### src/rtl/pipe_pkg.sv
// Shared pipeline constants: register-tag width, PC index, forwarding encodings,
// the shadow-stage records and the operand forwarding priority rule.
package pipe_pkg;

    localparam int RA_W = 4;
    localparam logic [RA_W-1:0] PC_REG = RA_W'(15);

    localparam logic [1:0] FWD_RF = 2'b00;
    localparam logic [1:0] FWD_W  = 2'b01;
    localparam logic [1:0] FWD_M  = 2'b10;

    typedef struct packed {
        logic            v;
        logic [RA_W-1:0] wa;
        logic            rw;
        logic            ld;
        logic            pcs;
        logic [RA_W-1:0] ra1;
        logic [RA_W-1:0] ra2;
    } e_stage_t;

    typedef struct packed {
        logic            v;
        logic [RA_W-1:0] wa;
        logic            rw;
        logic            pcs;
    } m_stage_t;

    // A PC write sitting in W no longer holds fetch, so W keeps no pcs flag.
    typedef struct packed {
        logic            v;
        logic [RA_W-1:0] wa;
        logic            rw;
    } w_stage_t;

    // The PC is never forwarded; the younger (M) producer wins over W.
    function automatic logic [1:0] fwd_sel(input logic [RA_W-1:0] src,
                                           input logic m_wr, input logic [RA_W-1:0] m_wa,
                                           input logic w_wr, input logic [RA_W-1:0] w_wa);
        if (src == PC_REG)            return FWD_RF;
        if (m_wr && (m_wa == src))    return FWD_M;
        if (w_wr && (w_wa == src))    return FWD_W;
        return FWD_RF;
    endfunction

endpackage

### src/rtl/hazard_ctrl_if.sv
// D-stage instruction tags in, pipeline-register enables, forward selects and
// debug counters out.
interface hazard_ctrl_if #(parameter int CNT_W = 16);
    import pipe_pkg::*;

    logic            ValidD;
    logic [RA_W-1:0] Ra1D;
    logic [RA_W-1:0] Ra2D;
    logic [RA_W-1:0] WA3D;
    logic            RegWriteD;
    logic            MemtoRegD;
    logic            PCSrcD;
    logic            BranchTakenE;
    logic            StallF;
    logic            StallD;
    logic            FlushD;
    logic            FlushE;
    logic [1:0]      ForwardAE;
    logic [1:0]      ForwardBE;
    logic [CNT_W-1:0] StallCnt;
    logic [CNT_W-1:0] FlushCnt;

    modport master (
        output ValidD, Ra1D, Ra2D, WA3D, RegWriteD, MemtoRegD, PCSrcD, BranchTakenE,
        input  StallF, StallD, FlushD, FlushE, ForwardAE, ForwardBE, StallCnt, FlushCnt
    );

    modport slave (
        input  ValidD, Ra1D, Ra2D, WA3D, RegWriteD, MemtoRegD, PCSrcD, BranchTakenE,
        output StallF, StallD, FlushD, FlushE, ForwardAE, ForwardBE, StallCnt, FlushCnt
    );

endinterface

### src/rtl/hazard_sat_counter.sv
// Event counter that sticks at all-ones instead of wrapping.
module hazard_sat_counter #(
    parameter int W = 16
) (
    input  logic         clk,
    input  logic         reset,
    input  logic         inc,
    output logic [W-1:0] cnt
);

    always_ff @(posedge clk) begin
        if (!reset)
            cnt <= '0;
        else if (inc && (cnt != {W{1'b1}}))
            cnt <= cnt + W'(1);
    end

endmodule

### src/rtl/hazard_ctrl.sv
// 5-stage pipeline hazard controller: shadows E/M/W tags, resolves load-use,
// taken-branch and PC-write hazards and picks E-stage operand forwarding.
module hazard_ctrl
    import pipe_pkg::*;
#(
    parameter int CNT_W = 16
) (
    input  logic         clk,
    input  logic         reset,
    hazard_ctrl_if.slave hz
);

    e_stage_t e_st;
    m_stage_t m_st;
    w_stage_t w_st;

    logic run;
    logic m_wr, w_wr;
    logic ld_stall, pc_wr;
    logic stall_d, flush_e;

    // Outputs are held at zero while reset is asserted, whatever the inputs do.
    assign run  = reset;
    assign m_wr = m_st.v & m_st.rw;
    assign w_wr = w_st.v & w_st.rw;

    assign ld_stall = e_st.v & e_st.rw & e_st.ld & hz.ValidD &
                      ((e_st.wa == hz.Ra1D) | (e_st.wa == hz.Ra2D)) &
                      (e_st.wa != PC_REG);
    assign pc_wr    = (hz.ValidD & hz.PCSrcD) | (e_st.v & e_st.pcs) | (m_st.v & m_st.pcs);

    // A taken branch squashes D, so it must be flushed rather than held.
    assign stall_d = run & ld_stall & ~hz.BranchTakenE;
    assign flush_e = run & (ld_stall | hz.BranchTakenE);

    assign hz.StallD    = stall_d;
    assign hz.StallF    = stall_d | (run & pc_wr);
    assign hz.FlushE    = flush_e;
    assign hz.FlushD    = run & (hz.BranchTakenE | pc_wr);
    assign hz.ForwardAE = run ? fwd_sel(e_st.ra1, m_wr, m_st.wa, w_wr, w_st.wa) : FWD_RF;
    assign hz.ForwardBE = run ? fwd_sel(e_st.ra2, m_wr, m_st.wa, w_wr, w_st.wa) : FWD_RF;

    always_ff @(posedge clk) begin
        if (!reset) begin
            e_st <= '0;
            m_st <= '0;
            w_st <= '0;
        end else begin
            if (flush_e)
                e_st <= '0;
            else
                e_st <= '{v: hz.ValidD, wa: hz.WA3D, rw: hz.RegWriteD, ld: hz.MemtoRegD,
                          pcs: hz.PCSrcD, ra1: hz.Ra1D, ra2: hz.Ra2D};
            m_st <= '{v: e_st.v, wa: e_st.wa, rw: e_st.rw, pcs: e_st.pcs};
            w_st <= '{v: m_st.v, wa: m_st.wa, rw: m_st.rw};
        end
    end

    hazard_sat_counter #(.W(CNT_W)) u_stall_cnt (
        .clk(clk), .reset(reset), .inc(stall_d), .cnt(hz.StallCnt)
    );

    hazard_sat_counter #(.W(CNT_W)) u_flush_cnt (
        .clk(clk), .reset(reset), .inc(flush_e), .cnt(hz.FlushCnt)
    );

endmodule

### src/flat_wrapper.sv
// flat-port wrapper written by rule: the top's interface ports become plain ports
module hazard_ctrl_flat import pipe_pkg::*;
#(
    parameter int CNT_W = 16
)
  (clk, reset, hz_ValidD, hz_Ra1D, hz_Ra2D, hz_WA3D, hz_RegWriteD, hz_MemtoRegD, hz_PCSrcD, hz_BranchTakenE, hz_StallF, hz_StallD, hz_FlushD, hz_FlushE, hz_ForwardAE, hz_ForwardBE, hz_StallCnt, hz_FlushCnt);
  hazard_ctrl_if #(.CNT_W(CNT_W)) hz_i ();
  input  logic clk;
  input  logic reset;
  input wire logic [$bits(hz_i.ValidD)-1:0] hz_ValidD;
  input wire logic [$bits(hz_i.Ra1D)-1:0] hz_Ra1D;
  input wire logic [$bits(hz_i.Ra2D)-1:0] hz_Ra2D;
  input wire logic [$bits(hz_i.WA3D)-1:0] hz_WA3D;
  input wire logic [$bits(hz_i.RegWriteD)-1:0] hz_RegWriteD;
  input wire logic [$bits(hz_i.MemtoRegD)-1:0] hz_MemtoRegD;
  input wire logic [$bits(hz_i.PCSrcD)-1:0] hz_PCSrcD;
  input wire logic [$bits(hz_i.BranchTakenE)-1:0] hz_BranchTakenE;
  output wire logic [$bits(hz_i.StallF)-1:0] hz_StallF;
  output wire logic [$bits(hz_i.StallD)-1:0] hz_StallD;
  output wire logic [$bits(hz_i.FlushD)-1:0] hz_FlushD;
  output wire logic [$bits(hz_i.FlushE)-1:0] hz_FlushE;
  output wire logic [$bits(hz_i.ForwardAE)-1:0] hz_ForwardAE;
  output wire logic [$bits(hz_i.ForwardBE)-1:0] hz_ForwardBE;
  output wire logic [$bits(hz_i.StallCnt)-1:0] hz_StallCnt;
  output wire logic [$bits(hz_i.FlushCnt)-1:0] hz_FlushCnt;
  assign hz_i.ValidD = hz_ValidD;
  assign hz_i.Ra1D = hz_Ra1D;
  assign hz_i.Ra2D = hz_Ra2D;
  assign hz_i.WA3D = hz_WA3D;
  assign hz_i.RegWriteD = hz_RegWriteD;
  assign hz_i.MemtoRegD = hz_MemtoRegD;
  assign hz_i.PCSrcD = hz_PCSrcD;
  assign hz_i.BranchTakenE = hz_BranchTakenE;
  assign hz_StallF = hz_i.StallF;
  assign hz_StallD = hz_i.StallD;
  assign hz_FlushD = hz_i.FlushD;
  assign hz_FlushE = hz_i.FlushE;
  assign hz_ForwardAE = hz_i.ForwardAE;
  assign hz_ForwardBE = hz_i.ForwardBE;
  assign hz_StallCnt = hz_i.StallCnt;
  assign hz_FlushCnt = hz_i.FlushCnt;
  hazard_ctrl #(.CNT_W(CNT_W)) u_core (.clk(clk), .reset(reset), .hz(hz_i));
endmodule
### config.mk
export PLATFORM = sky130hd
export DESIGN_NAME = hazard_ctrl_flat
export DESIGN_NICKNAME = d
export VERILOG_FILES = /design/src/rtl/pipe_pkg.sv /design/src/rtl/hazard_ctrl_if.sv /design/src/rtl/hazard_sat_counter.sv /design/src/rtl/hazard_ctrl.sv /design/src/flat_wrapper.sv
export SDC_FILE = /design/constraint.sdc
export NUM_CORES = 1
export LEC_CHECK = 0
export CAP_MARGIN = 20
export CELL_PAD_IN_SITES_DETAIL_PLACEMENT = 0
export CELL_PAD_IN_SITES_GLOBAL_PLACEMENT = 1
export CORE_MARGIN = 1.5
export CORE_UTILIZATION = 41
export CTS_CLUSTER_DIAMETER = 60
export DETAILED_ROUTE_END_ITERATION = 16
export GPL_ROUTABILITY_DRIVEN = 0
export GPL_TIMING_DRIVEN = 1
export PLACE_DENSITY = 0.89
export SLEW_MARGIN = 20
export SYNTH_ARGS = -nofsm -noshare
export SYNTH_HDL_FRONTEND = slang
export SYNTH_SLANG_ARGS = --single-unit
### constraint.sdc
create_clock -name clk -period 4.3 [get_ports clk]
set_input_delay 0.86 -clock clk [delete_from_list [all_inputs] [get_ports clk]]
set_output_delay 0.86 -clock clk [all_outputs]
set_load 0.05 [all_outputs]
==> qor.yml <==
status: "finished, violations left"
violations: "DRC"
rsz0062_at_grt: "no"
cts.repair.resized: 0
root_buffer: "clkbuf_8"
end_kind: "primary output"
power.total_mw: 1.18
initial_utilization_pct: 43.0
setup_ws_ns: 0.791
syn-num-nets: 319
grt_max_degree: 25
insertedDiodeCount: 0
core_sq_um: 6420
netlist_area_sq_um: 2760
cpPeakStageDelay_ns: 0.82
crit_required_ns: 3.44
rows: 29
die_area_sq_um: 7240
ys_types: 49
die_width_um: 85.1
fmax_mhz: 285
critical_path_class: "input port to primary output"
hold_viol_final: 0
nets: 381
grt_pass1_vias: 2147
leakagePower_nw: 1.30
rrSetupSlack_ns: 2.11
power.density_nw_per_um2: 326
antenna_found_initial: 0
finalClockSkew_ns: 0.00778
syn_avg_cell_area_sq_um: 9.27
postCtsSetupBuffers: 0
r2r_cells: 6
hpwl_mm: 4.32
critical_path.max_fanout: 17
tightest_slew_ns: 0.745
cts.reportedPaths.clkPinSlew_ns: 0.07
drtIter0Drc: 106
dr.pass1.iters: 10
maxCapViolCount: 0
drv_slew: 0
post_drt_wl_per_cell_um: 13.6
cts.sinks: 61
ys_seq_area_share_pct: 44.2
worstHoldPathType: "flip-flop to flip-flop"
crit_arrival_ns: 2.65
synthArstFlopShare_pct: 0
min_path_cells: 1
cts_inserted_buffers: 9
irDropWorstVdd_uv: 207
preCtsSetupSlack_ns: 0.764
remaining_drc_errors: 4
cts_hold_buf: 0
num_vias: 2317
grt_usage_pct: 17.2
clk_latency_ns: 0.33
cp-start-kind: "input port"
cpMaxStageDelayCell: "clkdlybuf4s50_1"
layout-drive-gt1-share_pct: 9.32
cts_tree: "yes"
syn-instance-count: 298
die_y_um: 85.1
ios: 59
vias_per_cell: 5.24
htreeDepth: 3
synth_ff_type: "dfxtp_1"
grt-ovfl-total: 0
syn2layout_area_growth_pct: 30.9
finalSetupViolCount: 0
port_buffers: 58
ys_warn_count: 0
ys_seq_elements: 61
min_period_over_period_pct: 81.6
grt_pass1_wl_mm: 9.99
synth_edf_count: 0
slew_headroom_pct: 50.2
tns_ns: 0
finalCriticalPeriod_ns: 3.51
crit_chain: "clkdlybuf4s50_1, clkinv_1, nor2_1, buf_12"
clk_path_buf_depth: 2
wl_mm: 6.01
ant_nets: 0
==> critical path, delay by kind of cell <==
kind,cells,cell delay (ns)
buffers and inverters,3,1.45
and+or+nand+nor,1,0.33
==> stage by stage <==
step / util [%] / hold slack [ns] / instance area [sq um] / cells
final: 56.3 / 0.471 / 3610 / 442
after global routing: 56.3 / 0.476 / 3610 / 442
after CTS: 56.3 / 0.471 / 3610 / 442
after detailed placement: 53.3 / 0.447 / 3420 / 426
after global placement: 53.3 / 0.444 / 3420 / 426
after floorplan: - / 0.430 / 2760 / 298
==> final timing paths <==
path | startpoint | end
min | u_core.e_st[8] | u_core.m_st[0]
max | reset | hz_FlushE
min reg2reg | u_core.e_st[8] | u_core.m_st[0]
max reg2reg | u_core.e_st[13] | u_core.u_flush_cnt.cnt[9]
==> state kept, by name, summed over array words and instances, names as in the netlist <==
register,cells
u_core.u_flush_cnt.cnt,16
u_core.e_st,16
u_core.m_st,7
u_core.u_stall_cnt.cnt,16
u_core.w_st,6
==> power by group <==
part,internal (mW),switching (mW),total [mW]
sequential,0.576,0.0120,0.588
clock,0.282,0.217,0.499
combinational,0.0454,0.0463,0.0917
==> cells in the final DEF (no fill, tap or decap), types with 7 or more instances in the layout <==
cell,Yosys,final
xor2_1,13,13
and2_1,30,30
xnor2_1,23,23
a21oi_1,11,11
nand2_1,17,17
clkbuf_8,0,10
dfxtp_1,61,61
nand3_1,21,21
nand4_1,10,10
nor2_1,21,21
clkdlybuf4s50_1,0,50
and3_1,7,7
buf_4,1,7
==> cell usage after synthesis (2+ instances only) <==
cell type	instances	area share, %
a21oi_1	11	2.0
and2_1	30	6.8
and3_1	7	1.6
clkbuf_1	6	0.82
dfxtp_1	61	44
ha_1	2	0.91
inv_1	2	0.27
mux2i_1	4	1.4
nand2_1	17	2.3
nand2b_1	4	0.91
nand3_1	21	3.8
nand4_1	10	2.3
nand4_2	2	0.91
nor2_1	21	2.9
nor3_1	6	1.1
nor4_1	6	1.4
o21a_1	4	1.1
o21ai_0	4	0.72
o21ai_1	3	0.54
o31ai_1	5	1.4
or3_1	6	1.4
or4_1	5	1.4
xnor2_1	23	7.3
xor2_1	13	4.1
==> cell families after synthesis <==
group                    count (synthesis)  share of synthesized area (%)
buffers and inverters                   13                           2.94
AND/OR/NAND/NOR                        143                           29.1
AO/OA/AOI/OAI                           39                           9.97
adder cells (fa/ha/maj)                  2                          0.906
multiplexers                             4                           1.45
XOR/XNOR                                36                           11.4
flip-flops                              61                           44.2
==> final cells by class <==
type                       count  area [sq um]
clock inverter                 4          47.5
inverter                       3          11.3
multi-input combinational    224          1460
timing repair buffer          61           633
tap                           77          96.3
clock buffer                  12           145
sequential                    61          1220
fill                         570          2810
==> layer usage <==
layer	up-vias	global-route usage [%]	wire length, um
met5	-	0	0
met4	0	5.66	57
met3	7	5.45	327
met2	60	26.9	2710
met1	1074	22.6	2920
li1	1176	-	-
Note: power is estimated with default switching activity, not from simulation.
